$ cat config.mk
export PLATFORM = sky130hd
export DESIGN_NAME = real_autorange
export DESIGN_NICKNAME = d
export VERILOG_FILES = /design/src/rtl/real_autorange_pkg.sv /design/src/rtl/real_autorange_round.sv /design/src/rtl/real_autorange.sv
export SDC_FILE = /design/constraint.sdc
export NUM_CORES = 1
export LEC_CHECK = 0
export BUFFER_PORTS_ARGS = -buffer_cell sky130_fd_sc_hd__buf_2
export CAP_MARGIN = 5
export CORE_UTILIZATION = 50
export DETAILED_ROUTE_END_ITERATION = 10
export PLACE_DENSITY = 0.7
export SYNTH_ARGS = -nofsm -noshare
export SYNTH_HDL_FRONTEND = slang
export SYNTH_SLANG_ARGS = --single-unit
$ cat constraint.sdc
create_clock -name clk -period 3.1 [get_ports clk]
set_clock_uncertainty 0.1 [all_clocks]
set_input_delay 0.31 -clock clk [delete_from_list [all_inputs] [get_ports clk]]
set_output_delay 0.31 -clock clk [all_outputs]
set_load 0.02 [all_outputs]
$ cat src/rtl/real_autorange_pkg.sv
// Shared types and elaboration-time helpers for the real_autorange converter.
// Rounding is selected by the AUTORANGE_ROUND_EN macro (see autorange_round).
package real_autorange_pkg;

  typedef enum logic [1:0] {
    IDLE  = 2'd0,
    NORM  = 2'd1,
    ROUND = 2'd2,
    OUT   = 2'd3
  } state_t;

  // Largest value that fits in an m-bit signed mantissa.
  function automatic int fit_max(input int m);
    return (32'sd1 <<< (m - 1)) - 32'sd1;
  endfunction

  function automatic int fit_min(input int m);
    return -(32'sd1 <<< (m - 1));
  endfunction

  // Values in [small_min, small_max] still have a redundant sign bit.
  function automatic int small_max(input int m);
    return (32'sd1 <<< (m - 2)) - 32'sd1;
  endfunction

  function automatic int small_min(input int m);
    return -(32'sd1 <<< (m - 2));
  endfunction

  // Narrowest signed exponent covering [-(m-1), in_w-m+1].
  function automatic int min_exp_width(input int in_w, input int m);
    int w;
    w = 32;
    for (int e = 32; e >= 2; e--) begin
      if (((32'sd1 <<< (e - 1)) >= (m - 1)) &&
          (((32'sd1 <<< (e - 1)) - 32'sd1) >= (in_w - m + 1))) begin
        w = e;
      end
    end
    return w;
  endfunction

endpackage

$ cat src/rtl/real_autorange_round.sv
// Final rounding of the normalized working value into the output mantissa.
// With AUTORANGE_ROUND_EN the guard bit is added and a carry into the sign bit is renormalized;
// without it the value is passed through (truncation) and the guard is ignored.
module autorange_round #(
  parameter int MANT_WIDTH = 8,
  parameter int EXP_WIDTH  = 6
) (
  input  logic signed [MANT_WIDTH-1:0] work_mant,
  input  logic signed [EXP_WIDTH-1:0]  work_exp,
  input  logic                         guard,
  output logic signed [MANT_WIDTH-1:0] mant,
  output logic signed [EXP_WIDTH-1:0]  exp
);

`ifdef AUTORANGE_ROUND_EN
  localparam logic signed [MANT_WIDTH:0]   OVF_VAL = {2'b01, {(MANT_WIDTH-1){1'b0}}};
  localparam logic signed [MANT_WIDTH-1:0] RENORM  = {2'b01, {(MANT_WIDTH-2){1'b0}}};
  localparam logic signed [EXP_WIDTH-1:0]  EXP_ONE = {{(EXP_WIDTH-1){1'b0}}, 1'b1};

  logic signed [MANT_WIDTH:0] sum_s;

  // Add the guard one bit wider so a carry to +2^(M-1) is visible and folded back.
  always_comb begin
    sum_s = {work_mant[MANT_WIDTH-1], work_mant} + {{MANT_WIDTH{1'b0}}, guard};
    mant  = sum_s[MANT_WIDTH-1:0];
    exp   = work_exp;
    if (sum_s == OVF_VAL) begin
      mant = RENORM;
      exp  = work_exp + EXP_ONE;
    end else begin
      mant = sum_s[MANT_WIDTH-1:0];
      exp  = work_exp;
    end
  end
`else
  logic unused_guard_s;

  assign unused_guard_s = guard;
  assign mant           = work_mant;
  assign exp            = work_exp;
`endif

endmodule

$ cat src/rtl/real_autorange.sv
// Sequential auto-ranging integer -> (mantissa, exponent) converter, value = out_mant * 2^out_exp.
// Define AUTORANGE_ROUND_EN for round-half-up; otherwise the result is truncated.
module real_autorange
  import real_autorange_pkg::*;
#(
  parameter int IN_WIDTH   = 16,
  parameter int MANT_WIDTH = 8,
  parameter int EXP_WIDTH  = 6
) (
  input  logic                         clk,
  input  logic                         rst,
  input  logic                         in_valid,
  output logic                         in_ready,
  input  logic signed [IN_WIDTH-1:0]   in_data,
  output logic                         out_valid,
  input  logic                         out_ready,
  output logic signed [MANT_WIDTH-1:0] out_mant,
  output logic signed [EXP_WIDTH-1:0]  out_exp
);

  generate
    if ((IN_WIDTH < MANT_WIDTH) || (MANT_WIDTH < 3) ||
        (EXP_WIDTH < min_exp_width(IN_WIDTH, MANT_WIDTH))) begin : g_bad_params
      $error("real_autorange: illegal IN_WIDTH/MANT_WIDTH/EXP_WIDTH combination");
    end
  endgenerate

  localparam logic signed [IN_WIDTH-1:0]  FIT_MAX   = IN_WIDTH'(fit_max(MANT_WIDTH));
  localparam logic signed [IN_WIDTH-1:0]  FIT_MIN   = IN_WIDTH'(fit_min(MANT_WIDTH));
  localparam logic signed [IN_WIDTH-1:0]  SMALL_MAX = IN_WIDTH'(small_max(MANT_WIDTH));
  localparam logic signed [IN_WIDTH-1:0]  SMALL_MIN = IN_WIDTH'(small_min(MANT_WIDTH));
  localparam logic signed [EXP_WIDTH-1:0] EXP_ONE   = {{(EXP_WIDTH-1){1'b0}}, 1'b1};

  state_t                       state_r;
  logic signed [IN_WIDTH-1:0]   work_r;
  logic signed [EXP_WIDTH-1:0]  exp_r;
  logic                         guard_r;

  logic                         zero_s;
  logic                         fits_s;
  logic                         norm_s;
  logic signed [MANT_WIDTH-1:0] rnd_mant_s;
  logic signed [EXP_WIDTH-1:0]  rnd_exp_s;

  assign zero_s = (work_r == {IN_WIDTH{1'b0}});
  assign fits_s = (work_r >= FIT_MIN) && (work_r <= FIT_MAX);
  assign norm_s = fits_s && ((work_r < SMALL_MIN) || (work_r > SMALL_MAX));

  // Only the low MANT_WIDTH bits matter here: ROUND is reached only once the value fits.
  autorange_round #(
    .MANT_WIDTH (MANT_WIDTH),
    .EXP_WIDTH  (EXP_WIDTH)
  ) u_round (
    .work_mant (work_r[MANT_WIDTH-1:0]),
    .work_exp  (exp_r),
    .guard     (guard_r),
    .mant      (rnd_mant_s),
    .exp       (rnd_exp_s)
  );

  // Control FSM: accept, normalize one bit per cycle, round, then hold the result.
  always_ff @(posedge clk) begin
    if (rst) begin
      state_r   <= IDLE;
      work_r    <= {IN_WIDTH{1'b0}};
      exp_r     <= {EXP_WIDTH{1'b0}};
      guard_r   <= 1'b0;
      in_ready  <= 1'b0;
      out_valid <= 1'b0;
      out_mant  <= {MANT_WIDTH{1'b0}};
      out_exp   <= {EXP_WIDTH{1'b0}};
    end else begin
      case (state_r)
        IDLE: begin
          if (in_valid && in_ready) begin
            work_r   <= in_data;
            exp_r    <= {EXP_WIDTH{1'b0}};
            guard_r  <= 1'b0;
            in_ready <= 1'b0;
            state_r  <= NORM;
          end else begin
            in_ready <= 1'b1;
          end
        end
        NORM: begin
          if (zero_s || norm_s) begin
            state_r <= ROUND;
          end else if (!fits_s) begin
            // Arithmetic right shift; remember the bit that falls off for rounding.
            work_r  <= {work_r[IN_WIDTH-1], work_r[IN_WIDTH-1:1]};
            guard_r <= work_r[0];
            exp_r   <= exp_r + EXP_ONE;
          end else begin
            work_r  <= {work_r[IN_WIDTH-2:0], 1'b0};
            guard_r <= 1'b0;
            exp_r   <= exp_r - EXP_ONE;
          end
        end
        ROUND: begin
          out_mant  <= rnd_mant_s;
          out_exp   <= rnd_exp_s;
          out_valid <= 1'b1;
          state_r   <= OUT;
        end
        OUT: begin
          if (out_ready) begin
            out_valid <= 1'b0;
            in_ready  <= 1'b1;
            state_r   <= IDLE;
          end else begin
            out_valid <= 1'b1;
          end
        end
        default: begin
          state_r   <= IDLE;
          in_ready  <= 1'b0;
          out_valid <= 1'b0;
        end
      endcase
    end
  end

endmodule

Word level (Yosys, flattened, before mapping)
Cells that the tools add are included.
Storage, ports and cells
  flip-flop bits (word level): 40
  latch bits: 0
  memory bits (writable): 0
  ROM bits: 0
  output and inout port bits: 16
  logic and storage cells: 53
  memories kept: 0
Cells by class
  add/sub/neg operators: 2
  $mul: 0
  div/mod/pow operators: 0
  order comparisons: 4
  equal/unequal tests: 8
  shifts and indexed selects: 0
  multiplexer cells: 17
  bitwise gates (word level): 0
  reductions and logical operators: 14
Operator list (count)
  $mux 16: 3
  $pmux 16 s2: 1
  $mux 6: 3
  $ge 16x8->1 const B: 1
  $gt 16x7->1 const B: 1
  $le 16x8->1 const B: 1
  $logic_not 16->1: 1
  $lt 16x7->1 const B: 1
  $pmux 6 s2: 1
  $ne 2x2->1 const B: 5
  $pmux 2 s4: 1
  $add 6x2->6 const B: 1
  $mux 2: 3
  $reduce_and 3->1: 2
  $reduce_bool 2->1: 3
  $sub 6x2->6 const B: 1
  $eq 2x2->1 const B: 2
  $pmux 1 s2: 2
  $reduce_and 4->1: 1
  $logic_and 1x1->1: 3
  $mux 1: 3
  $eq 2x1->1 const B: 1
  $logic_not 2->1: 1
  $logic_or 1x1->1: 2
  $reduce_and 2->1: 1

Longest topological paths before layout
  depth after elaboration: 6
  gate-level depth with buffers: 11
  gate-level depth less buffers: 10

Hierarchy
A second synthesis with hierarchy kept.
Unflattened totals
  cells, all modules: 261
  area total of the unflattened synthesis: 2282.2 µm²
Modules (own cells, without submodules)
  real_autorange: times used 1, cells an instance 247, area each 2177.1 µm², sequential area each 820.8 µm²
  autorange_round: times used 1, cells an instance 14, area each 105.1 µm², sequential area each 0.0 µm²

Least setup slack after synthesis
OpenSTA, ideal clock, no wires.
  path kind: register to register
  start point: register work_r[10]
  end point: register exp_r[4]
  library setup time: 116 ps
  arrival: 2243 ps
  required time: 2884 ps
  path slack: 642 ps
  cell stages (with the launch flop): 11
  path buffers: 1
  period minus slack after synthesis: 2458 ps
  path through: dfxtp_1 -> nor4_1 -> and3_1 -> nor2_1 -> buf_2 -> xnor2_1 -> ha_1 -> o31ai_1 -> a21oi_1 -> or3_1 -> a31o_1
On the way
  cells in the longest elaborated chain, start to end: 6
  elaborated cells between the ends (all ways): 14
  those cells by class: 4 x order compare; 1 x eq/ne; 3 x mux; 6 x reduce/logical
Ends and longest elaborated chain
  start: declaration: line real_autorange.sv:35  | logic signed [IN_WIDTH-1:0] work_r;
  start signal: assignment: line real_autorange.sv:65  | work_r <= {IN_WIDTH{1'b0}};
  start signal: assignment: line real_autorange.sv:76  | work_r <= in_data;
  start signal: assignment: line real_autorange.sv:90  | work_r <= {work_r[IN_WIDTH-1], work_r[IN_WIDTH-1:1]};
  $ge 16x8->1 (tied with other cells): line real_autorange.sv:46  | assign fits_s = (work_r >= FIT_MIN) && (work_r <= FIT_MAX);
  $logic_and 1x1->1 / $logic_or 1x1->1 (equally long branches): line real_autorange.sv:46, real_autorange.sv:47
  $logic_and 1x1->1: line real_autorange.sv:47  | assign norm_s = fits_s && ((work_r < SMALL_MIN) || (work_r > SMALL_MAX));
  $logic_or 1x1->1: line real_autorange.sv:86  | if (zero_s || norm_s) begin
  $ne 2x2->1 (no line)
  $reduce_and 3->1 (no line)
  end signal: assignment: line real_autorange.sv:66  | exp_r <= {EXP_WIDTH{1'b0}};
  end signal: assignment: line real_autorange.sv:92  | exp_r <= exp_r + EXP_ONE;
  end signal: assignment: line real_autorange.sv:96  | exp_r <= exp_r - EXP_ONE;
  end: declaration: line real_autorange.sv:36  | logic signed [EXP_WIDTH-1:0] exp_r;
Several ways; a longest one is shown, not always the timed one. The select of a mux whose other input is x is not followed.
A chain may end at the register's enable or synchronous reset.

Worst setup path after layout
Ends and elaborated chain as after synthesis.

==> results.md <==
- The number of antenna violations at the first check in global routing is 0.
- Clock latency on the worst-skew pair, taken at its later pin, is between 0.2 and 0.3 ns.
- Across all layers, the routed design uses roughly 1800 vias.
- The iteration count of the initial detailed-routing pass is 4.
- The number of enable flip-flop cells after synthesis is 0.
- The synthesis-to-finish area growth is 13.27%.
- The flow ran to the end, and the final reports show no timing, DRC or antenna violations.
- Using the TritonRoute via totals, the vias-per-cell ratio works out to 5.409.
- The number of global-route vias before repair was between 1500 and 2000.
- The worst endpoint required time is between 3 and 4 ns.
- In this run the number of H-tree levels came out at 2.
- The minimum clock period is 2.542 ns.
- In this run the standard cell core region covers roughly 0.004 mm².
- The share of the synthesized area in the top cell type is approximately two fifths.
- The most frequently used flop master after synthesis is dfxtp_1.
- Max-cap violations in this run came to 0.
- Detailed placement finished with a half-perimeter wire length of 2.888 mm.
- In this run the power spent charging and discharging nets is 888.9 µW.
- The net count reported at finish is 301.
- The count of hold buffers inserted by post-cts repair is 0.
- Derived from the worst setup path, the maximum achievable clock frequency is 393.3 MHz.
- The fraction of final layout cells with drive strength greater than 1 is a little over a fifth.
- The final sum of negative setup slack is 0 ns.
- The post-route DRC violation count is 0.
- The share of synthesized registers carrying an async set or reset is 0%.
- The maximum clock path buffer count is 2.
- The synthesized design spends more area on one cell type than any other, namely dfxtp_1.
- The total congestion overflow is 0.
- Cells fill between 50% and 60% of the core in the end.
- Of the total power, registers draw between 30% and 40%.
- The chip height is between 60 and 70 µm.
- The number of nets with antenna violations after routing is 0.
- The combinational cell fraction of total power is between 40% and 50%.
- The fraction of power consumed by the clock network is between 10% and 20%.
- The aggregate global-route resource usage is around a fifth.
- The post-synthesis instance total is 243.
- The final number of max-transition violations is 0.
- STA classifies the critical path endpoint as a flip-flop.
- The buffers inserted during post-CTS setup optimization is 0.
- The final RePlAce weighted congestion is approximately 0.86.
- The count of cell types in the netlist is 45.
- After layout, the worst path uses between 80 and 90% of the clock period.
- Clock-pin slew was measured on the worst setup and hold paths at ~0.080 ns.
- STA classifies the critical path startpoint as a flip-flop.
- Headroom to the max-slew limit came out at 49.42%.
- After floorplanning, the core was divided into 23 placement rows.
- The final hold violation count was 0.
- The count of buffers from port buffering is 35.
- Yosys printed 0 warnings.
- In this run, the number of DRC markers left after iteration 0 of detailed routing was 100.
- The internal portion of total power is approximately 1200 µW.
- CTS placed an instance of clkbuf_8 at the clock tree root.
- During I/O placement, the number of pins put on the boundary was 36.
- Power spread over the standard cell area amounts to between 800 and 900 mW/mm².
- Once the floorplan was initialized, standard cells occupied 52.17% of the core.
- The full die area is roughly 0.0045 mm².
- In this run the static leakage power is slightly below 0.001 µW.
- The die is 66.84 µm wide.
- The setup path with the least slack is of type flip-flop to flip-flop.
- IR analysis of the VDD net gives a maximum drop of roughly 500 µV.
- In this run switching power makes up between 40% and 50% of total power.
- The antenna cell count is 0.
- After clock tree synthesis, the repair step resized 0 gates.
- The data arrival at the endpoint of the critical path is about 2.6 ns.
- The final-layout fill cell count is slightly below 400.
- The net count after synthesis is 270.
- Setup repair after global routing left no endpoint under its margin.
- The slew at the pin closest to its max-slew limit is between 0.7 and 0.8 ns.
- Setup violations remaining at the end of the flow were counted as 0.
- The first global-routing pass estimated 7.155 mm of wire.
- In this run the worst path has a maximum fanout of 5.
- The class of the tightest hold or removal check is input port to flip-flop.
- The mapped netlist covers approximately 0.0021 mm².
- The CTS tree is yes.
- The share of the Yosys chip area taken by registers is about two fifths.
- The clock net sink count is 40.
- The post-synthesis average cell area is between 8 and 9 µm².
- Counting the buffers created by CTS gives 5.
- The number of storage elements in the synthesis netlist is 40.
- Wires add up to between 4 and 5 mm.
- By area the synthesized netlist is led by dfxtp_1, mux2i_1, nor2_1.
- Dividing the detail-routed wire length by the instance count gives about 13 µm.
- Entering global routing, the biggest net connects slightly above 40 pins.
## path summary, 6_finish.rpt
| check | startpoint | end | slack [ns] | depth (start not counted) |
|---|---|---|---|---|
| hold reg to reg | out_mant[4] | out_mant[4] | 0.39 | 2 |
| setup / recovery | work_r[10] | exp_r[4] | 0.56 | 10 |
| setup reg to reg | work_r[10] | exp_r[4] | 0.56 | 10 |
| hold / removal | out_ready | out_valid | 0.11 | 2 |
## registers in the layout, summed over array words and instances, names as in the netlist
| name | flops |
|---|---|
| state_r | 2 |
| work_r | 16 |
| in_ready | 1 |
| exp_r | 6 |
| out_mant | 8 |
| out_exp | 6 |
| out_valid | 1 |
## synthesized netlist by cell type (2+ instances only)
master	number
a211oi_1	11
a21oi_1	13
a22o_1	2
a311o_1	7
buf_2	2
buf_6	2
clkbuf_1	11
dfxtp_1	40
ha_1	7
inv_1	6
mux2i_1	24
nand2_1	20
nand3_1	3
nor2_1	43
nor2b_1	3
nor3_1	6
nor4_1	4
o21ai_0	11
o22ai_1	2
## final cells by class
type | instances | area [µm²] | area share, %
timing repair buffer | 41 | 220.2 | 9.249
clock inverter | 3 | 18.77 | 0.7882
clock buffer | 5 | 68.82 | 2.890
tap | 50 | 62.56 | 2.627
inverter | 6 | 22.52 | 0.9459
sequential | 40 | 800.8 | 33.63
multi-input combinational | 180 | 1187 | 49.87
## metal layers
| layer | track usage [%] | vias to the layer above | routed length [µm] |
|---|---|---|---|
| li1 | - | 934 | - |
| met1 | 26.27 | 792 | 2069 |
| met2 | 35.98 | 27 | 1863 |
| met3 | 4.110 | 5 | 109 |
| met4 | 6.915 | 0 | 50 |
| met5 | 0 | - | 0 |
## layout by cell type, fill, tap and decap left out, types with 2 or more instances in the layout
cell type and instances:
nor2_1 43, dfxtp_1 40, buf_2 35, mux2i_1 24
nand2_1 20, a21oi_1 13, a211oi_1 11, o21ai_0 11
a311o_1 7, ha_1 7, nor3_1 6, inv_1 6
buf_4 6, clkbuf_8 5, nor4_1 4, nand3_1 3
nor2b_1 3, a22o_1 2, o22ai_1 2, clkinv_2 2
## critical path: stages, from the launching register on
cell and delay, ns:
dfxtp_1 0.34, nor4_1 0.35, and3_1 0.24, nor2_1 0.07, buf_4 0.17, xnor2_1 0.12, ha_1 0.23, o31ai_1 0.25
a21oi_1 0.07, or3_1 0.30, a31o_1 0.20
## per-stage QoR
stage	std cells	setup slack, ns	hold WS, ns	cell area (µm²)	total power, µW
floorplan	243	0.6416	0.3138	2102	1616
global placement	317	0.6258	0.3654	2293	1780
detailed placement	317	0.5605	0.3754	2293	1789
CTS	325	0.5537	0.1078	2381	2131
global route	325	0.3535	0.1283	2381	2311
finish	325	0.5576	0.1127	2381	2106
## cell families after synthesis
family                   Yosys count  share of synthesized area (%)
adder cells (fa/ha/maj)            7                          4.166
AO/OA/AOI/OAI                     57                          20.24
AND/OR/NAND/NOR                   90                          19.82
XOR/XNOR                           2                         0.8335
multiplexers                      24                          11.43
flip-flops                        40                          38.10
buffers and inverters             23                          5.416
## power groups by stage
stage          registers [µW]  logic [µW]  clock network (µW)
2_1_floorplan             740         876                   0
3_3_place_gp              757        1020                   0
3_5_place_dp              760        1030                   0
4_1_cts                   748        1030                 348
5_1_grt                   766        1170                 370
6_report                  748        1020                 336
Note: power is estimated with default switching activity, not from simulation.
